$ cat config.mk
export PLATFORM = sky130hd
export DESIGN_NAME = midi_note_parser_flat
export DESIGN_NICKNAME = d
export VERILOG_FILES = /design/src/rtl/midi_note_parser_if.sv /design/src/rtl/midi_note_parser.sv /design/src/flat_wrapper.sv
export SDC_FILE = /design/constraint.sdc
export NUM_CORES = 1
export LEC_CHECK = 0
export CORE_ASPECT_RATIO = 1.75
export CORE_MARGIN = 2
export CORE_UTILIZATION = 54
export CTS_CLUSTER_SIZE = 30
export DETAILED_ROUTE_END_ITERATION = 6
export HOLD_SLACK_MARGIN = 0.06
export MAX_ROUTING_LAYER = met4
export PLACE_DENSITY_LB_ADDON = 0.2
export SYNTH_ARGS = -nofsm -noshare
export SYNTH_HDL_FRONTEND = slang
export SYNTH_SLANG_ARGS = --single-unit
$ cat constraint.sdc
create_clock -name clk -period 2.4 [get_ports clk]
set_input_delay 0.24 -clock clk [delete_from_list [all_inputs] [get_ports clk]]
set_output_delay 0.24 -clock clk [all_outputs]
set_load 0.03 [all_outputs]
$ cat src/rtl/midi_note_parser_if.sv
// Byte-stream input and note outputs of the MIDI note parser.
// The producer holds the master modport and the parser holds the slave modport.
interface midi_note_parser_if;
  logic [7:0] byteIn;
  logic       byteValid;
  logic [7:0] midiNoteNumber;
  logic [6:0] midiVelocity;
  logic       noteGate;
  logic       noteOnPulse;
  logic       noteOffPulse;

  modport master (
    output byteIn, byteValid,
    input  midiNoteNumber, midiVelocity, noteGate, noteOnPulse, noteOffPulse
  );

  modport slave (
    input  byteIn, byteValid,
    output midiNoteNumber, midiVelocity, noteGate, noteOnPulse, noteOffPulse
  );
endinterface

$ cat src/rtl/midi_note_parser.sv
// Monophonic MIDI parser: tracks running status and decodes Note On/Off for one
// channel, or for every channel when OMNI is set. Last-note priority.
module midi_note_parser #(
  parameter logic [3:0] CHANNEL = 4'd0,
  parameter bit         OMNI    = 1'b0
) (
  input  logic clk,
  input  logic resetn,
  midi_note_parser_if.slave bus
);

  typedef enum logic [1:0] {IDLE, DATA1, DATA2, SKIP} state_t;

  state_t     state_reg;
  logic [7:0] status_reg;
  logic [6:0] d1_reg;
  logic [6:0] note_reg;
  logic [6:0] vel_reg;
  logic       gate_reg;
  logic       on_reg;
  logic       off_reg;

  logic channel_ok;
  logic is_note_msg;

  assign channel_ok  = OMNI || (status_reg[3:0] == CHANNEL);
  assign is_note_msg = (status_reg[7:5] == 3'b100);

  always_ff @(posedge clk) begin
    if (!resetn) begin
      state_reg  <= IDLE;
      status_reg <= 8'h00;
      d1_reg     <= 7'h00;
      note_reg   <= 7'h00;
      vel_reg    <= 7'h00;
      gate_reg   <= 1'b0;
      on_reg     <= 1'b0;
      off_reg    <= 1'b0;
    end else begin
      on_reg  <= 1'b0;
      off_reg <= 1'b0;
      if (bus.byteValid) begin
        // Real-time bytes (F8-FF) fall through every branch untouched.
        if (bus.byteIn[7:3] == 5'b11111) begin
        end else if (bus.byteIn[7:4] == 4'hF) begin
          status_reg <= 8'h00;
          state_reg  <= SKIP;
        end else if (bus.byteIn[7]) begin
          status_reg <= bus.byteIn;
          state_reg  <= DATA1;
        end else begin
          case (state_reg)
            DATA1: begin
              // Cn/Dn carry a single data byte: message done, stay in DATA1.
              if (status_reg[7:5] != 3'b110) begin
                d1_reg    <= bus.byteIn[6:0];
                state_reg <= DATA2;
              end
            end
            DATA2: begin
              state_reg <= DATA1;
              if (is_note_msg && channel_ok) begin
                if (status_reg[4] && (bus.byteIn[6:0] != 7'h00)) begin
                  note_reg <= d1_reg;
                  vel_reg  <= bus.byteIn[6:0];
                  gate_reg <= 1'b1;
                  on_reg   <= 1'b1;
                end else if (gate_reg && (d1_reg == note_reg)) begin
                  gate_reg <= 1'b0;
                  off_reg  <= 1'b1;
                end
              end
            end
            default: begin
            end
          endcase
        end
      end
    end
  end

  assign bus.midiNoteNumber = {1'b0, note_reg};
  assign bus.midiVelocity   = vel_reg;
  assign bus.noteGate       = gate_reg;
  assign bus.noteOnPulse    = on_reg;
  assign bus.noteOffPulse   = off_reg;

endmodule

$ cat src/flat_wrapper.sv
// flat-port wrapper written by rule: the top's interface ports become plain ports
module midi_note_parser_flat 
#(
  parameter logic [3:0] CHANNEL = 4'd0,
  parameter bit         OMNI    = 1'b0
)
  (clk, resetn, bus_byteIn, bus_byteValid, bus_midiNoteNumber, bus_midiVelocity, bus_noteGate, bus_noteOnPulse, bus_noteOffPulse);
  midi_note_parser_if bus_i ();
  input  logic clk;
  input  logic resetn;
  input wire logic [$bits(bus_i.byteIn)-1:0] bus_byteIn;
  input wire logic [$bits(bus_i.byteValid)-1:0] bus_byteValid;
  output wire logic [$bits(bus_i.midiNoteNumber)-1:0] bus_midiNoteNumber;
  output wire logic [$bits(bus_i.midiVelocity)-1:0] bus_midiVelocity;
  output wire logic [$bits(bus_i.noteGate)-1:0] bus_noteGate;
  output wire logic [$bits(bus_i.noteOnPulse)-1:0] bus_noteOnPulse;
  output wire logic [$bits(bus_i.noteOffPulse)-1:0] bus_noteOffPulse;
  assign bus_i.byteIn = bus_byteIn;
  assign bus_i.byteValid = bus_byteValid;
  assign bus_midiNoteNumber = bus_i.midiNoteNumber;
  assign bus_midiVelocity = bus_i.midiVelocity;
  assign bus_noteGate = bus_i.noteGate;
  assign bus_noteOnPulse = bus_i.noteOnPulse;
  assign bus_noteOffPulse = bus_i.noteOffPulse;
  midi_note_parser #(.CHANNEL(CHANNEL), .OMNI(OMNI)) u_core (.clk(clk), .resetn(resetn), .bus(bus_i));
endmodule
==> results summary, run 1 <==
The startpoint type of the worst setup path is a primary input. The total routing usage reported by global routing is 24.8%. The combined area of all synthesized cells is 1520 um2. The count of nets left with antenna violations after detail routing came out at 0.

The width of the die came out at 44.1 um. The signal on the critical path passes through clkdlybuf4s50_1, and4bb_1, and4b_4, and3_4, mux2i_1. The library cells used most frequently in the layout, excluding fill and tap cells, are nand2_1, dfxtp_1, clkdlybuf4s50_1. The cell with the largest stage delay on the worst path is clkdlybuf4s50_1.

The deepest level of the CTS H-tree is 2. The first global-routing pass estimated 5.74 mm of wire. The row count came out at 25.

The finished layout holds 221 standard cells, fillers aside. For this block, the initial DRC count from the detailed router was 21. Buffers inserted to repair hold after CTS numbered 0. The analysis attributes to cell leakage a power of 0.000719 uW.

For this design the ratio of total power to cell area is 592 nW/um2. The remaining routing DRC violations is 0. The half-perimeter wire length of the detailed placement result is 2.46 mm. The final layout contains routed wiring with a total length of 3.41 mm. The die covers 3270 um2. The total congestion overflow is 0. Clock tree synthesis selected as its root buffer the cell clkbuf_8. Entering global routing, the biggest net connects 49 pins. The flip-flop count of the largest register after layout is 8. Buffers placed on the I/O ports in this run total 27. Of the cells placed in the final design, the portion with a size suffix greater than 1 is 7.22%.

The multi-input combinational cell area is 772 um2. The final hold violation count was 0. The number of buffers between clock root and the deepest sink is 2. Clock latency on the worst-skew pair, taken at its later pin, is 290 ps. For this run, the post-layout net count is 204. The maximum VDD drop is 460 uV. Including well taps, the total number of placed cells is 213. The data required time at the worst endpoint came out at 2620 ps. The path class of the tightest hold or removal check is flop to flop. On the final layout, the worst hold slack is 460 ps. After technology mapping, the gate count stands at 166.

Of the available clock period, the critical path in the final layout requires 69.3%. The highest attainable clock frequency is 601 MHz. The final setup TNS came out at 0 ps. The count of fill cells added during filler insertion came out at 221. For the final database, setup skew stands at 4.05 ps. The finished cells cover 1890 um2. The vertical extent of the die came out at 74.1 um. The initial antenna violation count was 0.

For this block, the via count after detailed routing is 1268. Dividing the detail-routed via count by the number of cells gives 5.74. The max-capacitance violation count is 0. The starting density of the core is 56.4%. The most frequent standard cell in the layout excluding fill and tap cells is nand2_1. The number of register bits inferred by synthesis is 34.

The number of global-route vias before repair was 1303. The total setup buffers inserted after CTS came out at 0. The proportion of synthesized chip area in sequential cells came out at 44.8%. The flow ran to the end, and the final reports show no timing, DRC or antenna violations. The category of the most critical setup path is primary input to flop. The area after detailed placement came out at 1790 um2. The final max-slew violation count came out at 0. After clock tree synthesis, the clock-pin slew on the worst setup and hold paths is 70 ps. Along the worst path, the maximum fanout reaches 16.

The tree built by TritonCTS fans out to 34 sinks. The CTS buffer count came out at 5. Yosys printed 0 warnings. The final weighted congestion in routability-driven placement came out at 0.757. The register area came out at 681 um2. The number of optimization iterations in the first detailed-route pass came out at 5. The mean instance size in the synthesized netlist is 9.14 um2. Relative to the synthesized area, the layout overhead comes to 24.2%. The number of placed I/O pins came out at 29.

On the worst path, the slowest cell contributes a delay of 540 ps. After clock tree synthesis, the repair step resized 0 gates. The repair_antennas step left the layout with diodes totalling 0. Setup violations remaining at the end of the flow were counted as 0. Setup repair after global routing left no endpoint under its margin.

The number of distinct standard cells referenced by the synthesized netlist is 33. TritonCTS built the clock tree. For the worst setup path, the data arrival time is 1880 ps.

The synthesized net count is 177. The kind of end point of the critical path is a flop. The post-layout minimum cycle time came out at 1660 ps. In the final routed layout, each cell accounts on average for 15.4 um. The core outline area came out at 2690 um2.
==> cell type report <==
type / instances / area share, %
multi-input cells: 120 / 40.9
well taps: 27 / 1.79
inverters: 1 / 0.199
clock buffers: 6 / 4.38
flip-flops and latches: 34 / 36.1
clock inverters: 2 / 0.664
repair buffers: 31 / 15.9
==> worst paths after layout <==
path / to / cells after the start / start / slack (ps)
max: u_core.note_reg[6] / 5 / bus_byteValid / 740
max reg2reg: u_core.note_reg[6] / 4 / u_core.status_reg[0] / 750
min reg2reg: u_core.bus.noteOffPulse / 2 / u_core.bus.noteGate / 460
min: u_core.bus.noteOffPulse / 2 / u_core.bus.noteGate / 460
==> worst max-delay path, delay by kind of cell <==
kind,cells,cell delay (ps)
buffers and inverters,1,540
multiplexers,1,230
AND/OR/NAND/NOR,3,860
==> logic make-up (layout without fill, tap and decap cells) <==
group,Yosys count,count (layout),share of synthesized area (%)
flip-flops,34,34,44.8
buffers and inverters,12,40,4.29
multiplexers,19,19,12.5
AO/OA/AOI/OAI,20,20,8.99
XOR/XNOR,7,7,4.04
AND/OR/NAND/NOR,73,73,25.1
other,1,1,0.247
==> cell usage after synthesis <==
cell type	number	area, um2
a21boi_0	8	60.1
nor4_1	3	18.8
nand4b_1	1	8.76
nor3_1	2	10.0
o211a_1	1	10.0
xnor2_1	1	8.76
nand3b_1	1	7.51
and4b_4	1	13.8
o21ai_0	3	15.0
and4bb_1	1	12.5
buf_1	1	3.75
nor2_1	1	3.75
conb_1	1	3.75
a21oi_1	2	10.0
xor2_1	6	52.6
nand2_1	37	139
dfxtp_1	34	681
buf_4	1	7.51
and2_1	1	6.26
and3_4	1	11.3
nand3_1	3	15.0
nand4_1	11	68.8
buf_2	1	5.00
a211oi_1	2	15.0
buf_6	2	22.5
nor2b_1	9	56.3
clkbuf_1	6	22.5
o21a_1	1	7.51
inv_1	1	3.75
mux2i_1	19	190
and4_1	1	8.76
o21ai_1	2	10.0
a41oi_1	1	8.76
==> metrics by stage <==
stage / setup WS, ps / total power [uW] / util [%]
3_5_place_dp: 428 / 687 / 66.6
4_1_cts: 716 / 1130 / 70.1
5_1_grt: 628 / 1160 / 70.1
6_report: 737 / 1120 / 70.1
2_1_floorplan: 904 / 647 / -
3_3_place_gp: 505 / 683 / 66.6
==> where the power goes <==
part / total (uW) / internal (uW) / leakage [uW] / switching, uW
combinational: 90.0 / 40.3 / 0.000396 / 49.7
clock: 441 / 230 / 0.0000472 / 211
sequential: 585 / 576 / 0.000275 / 9.64
total: 1120 / 846 / 0.000719 / 270
==> layer usage <==
layer	share of wire [%]	global-route usage, %
met5	0	-
met4	2.9	13.8
met3	3.6	7.52
met2	56	41.2
met1	38	25.3
Power figures use the tool's default switching activity.
==> inputs of run 2 (changes only) <==
Settings changed: CORE_UTILIZATION 54 to 46.
Clock period 2.4 ns to 1.45 ns, I/O delays scaled along.
==> run 2 against run 1 <==
Compared with the run above: the run now ends with setup timing left; register-to-register slack worse by 820 ps; non-clock buffer count up 16; sequential cell count unchanged; sequential share of layout area down 3.2 points; worst hold slack worse by 15 ps; first-iteration DRC count up 14%; critical endpoint unchanged.
==> results summary, run 2 (same netlist as run 1, synthesis figures left out) <==
The final reports fail on setup timing. Fill cells in the final layout number 294. The deepest level of the CTS H-tree came out at 2. For the worst setup path, the data required time is 1660 ps.

The register with the most flip-flops in the layout has 8 of them. The post-layout net count came out at 220. The pre-CTS setup slack is -316 ps. The average routed wire per standard cell is 13.8 um. Measured along the x axis, the die boundary spans 47.4 um. The number of setup violations in the final report came out at 11. The first global-routing pass estimated 5.64 mm of wire. The clock network latency to the later pin of the worst-skew pair came out at 280 ps. The half-perimeter wire length of the detailed placement result is 2.62 mm. For this configuration, the core starts out at a cell density of 48.3%. The worst setup path is of the flop to flop kind.

The power density over cell area came out at 898 nW/um2. The clock sink count came out at 34. The min-delay analysis places its worst path in the category flop to flop.

Summing all flip-flop and latch instances after layout gives 683 um2. The die area came out at 3790 um2. The number of clock buffers added by TritonCTS is 5.

In this run the remaining antenna-violating nets after routing total 0. The maximum VDD drop came out at 799 uV. The worst setup path is launched from a flop. In the layout the commonest cells are nand2_1, dfxtp_1, mux2i_1. The layout overhead on the synthesized area is 36.9%. The routed wire length came out at 3.50 mm. The multi-input combinational cell area is 808 um2. The slowest stage of the critical path belongs to the cell dfxtp_2. The final hold violation count came out at 0.

The highest attainable clock frequency came out at 659 MHz. The number of optimization iterations in the first detailed-route pass came out at 4. The core outline area came out at 3140 um2. The post-layout utilization of the core came out at 66.1%. The number of placed I/O pins is 29. Max-cap violations in this run came to 0.

The mean number of vias per cell came out at 5.28. Across the routed clock network, the largest skew measured is 3.20 ps. The total congestion overflow is 0.

The largest fanout of any net on the critical path is 7. The largest single stage delay on the critical path is 330 ps. STA classifies the critical path endpoint as a flop. Hold is met by 445 ps. The final critical-path setup slack came out at -68.3 ps. The remaining routing DRC violations came out at 0. The most frequent standard cell in the layout excluding fill and tap cells is nand2_1. In this run the static leakage power is 0.000921 uW. Clock tree synthesis selected as its root buffer the cell clkbuf_8. The total routing usage reported by global routing came out at 20.8%. The critical path data arrival time is 1720 ps.

The post-layout instance area came out at 2080 um2. The die is 80.0 um tall. The initial antenna violation count is 0.

The share of cells above drive strength 1 is 17.1%. The starting DRC count in detailed routing came out at 24. The final weighted congestion in routability-driven placement came out at 0.825. Clock-pin slew was measured on the worst setup and hold paths at 70 ps.

Setup repair after global routing could not meet its margin everywhere. The clock tree from TritonCTS is yes. For the finished layout, the period the worst path requires is 1520 ps. For this block, the via count after detailed routing is 1335. The number of buffers between clock root and the deepest sink came out at 2. Hold repair after CTS inserted 0 buffers. The post-route fraction of the period consumed by the critical path is 105%. The final max-slew violation count is 0. The area after detailed placement is 1920 um2. Buffers placed on the I/O ports in this run total 27.

The repair_antennas step left the layout with diodes totalling 0. Traced cell by cell, the critical path runs through nor4_4, and4b_4, and3_4, buf_12, mux2i_2. The number of global-route vias before repair came to 1278. Entering global routing, the biggest net connects 29 pins. The row count is 27. The flow ran to the end, but the final reports show violations.
run 2: cell types whose count changed in the layout (fill, tap and decap cells not counted), sizes merged:
cell / before / now
dlygate4sd2: 0 / 13
clkinvlp: 1 / 0
clkdlybuf4s50: 27 / 12
buf: 4 / 20
clkbuf: 6 / 7
dlymetal6s2s: 0 / 2
run 2: metrics by stage:
stage	TNS (ps)	std cells	power, uW
floorplan	-219	166	1070
global placement	-4400	242	1160
detailed placement	-5590	242	1170
CTS	-483	253	1890
global route	-1170	253	1940
finish	-362	253	1870
run 2: where the power goes:
part           internal (uW)  switching, uW
combinational           95.3           92.3
sequential               953           16.7
clock                    383            327
total                   1430            436
run 2: final timing paths:
path                         startpoint                    endpoint  slack (ps)  depth (start not counted)
max                u_core.status_reg[3]          u_core.note_reg[6]         -70                          5
min          u_core.bus.midiVelocity[6]  u_core.bus.midiVelocity[6]         450                          2
min reg2reg  u_core.bus.midiVelocity[6]  u_core.bus.midiVelocity[6]         450                          2
max reg2reg        u_core.status_reg[3]          u_core.note_reg[6]         -70                          5
run 2: routing by layer:
layer | wire length, um | GRT usage, % | vias to the layer above
li1 | - | - | 662
met5 | 0 | - | -
met2 | 1980 | 35.4 | 32
met4 | 65 | 9.44 | 0
met3 | 103 | 4.30 | 8
met1 | 1360 | 21.7 | 633
run 2: final cells by class:
class / count / share of cell area, %
clock inverter: 1 / 0.241
clock buffer: 7 / 4.15
inverter: 1 / 0.181
sequential: 34 / 32.9
tap: 43 / 2.59
multi-input combinational: 120 / 38.9
timing repair buffer: 47 / 21.1
run 2: critical path, delay by kind of cell, from the launching register on:
kind,cells,cell delay [ps]
buffers and inverters,1,130
flip-flops,1,330
multiplexers,1,200
AND/OR/NAND/NOR,3,780
run 2: what timing repair did:
item,in CTS,in global routing
resized for setup,14,10
setup endpoints to repair,30,19
setup buffers,3,0
pin swaps,0,2
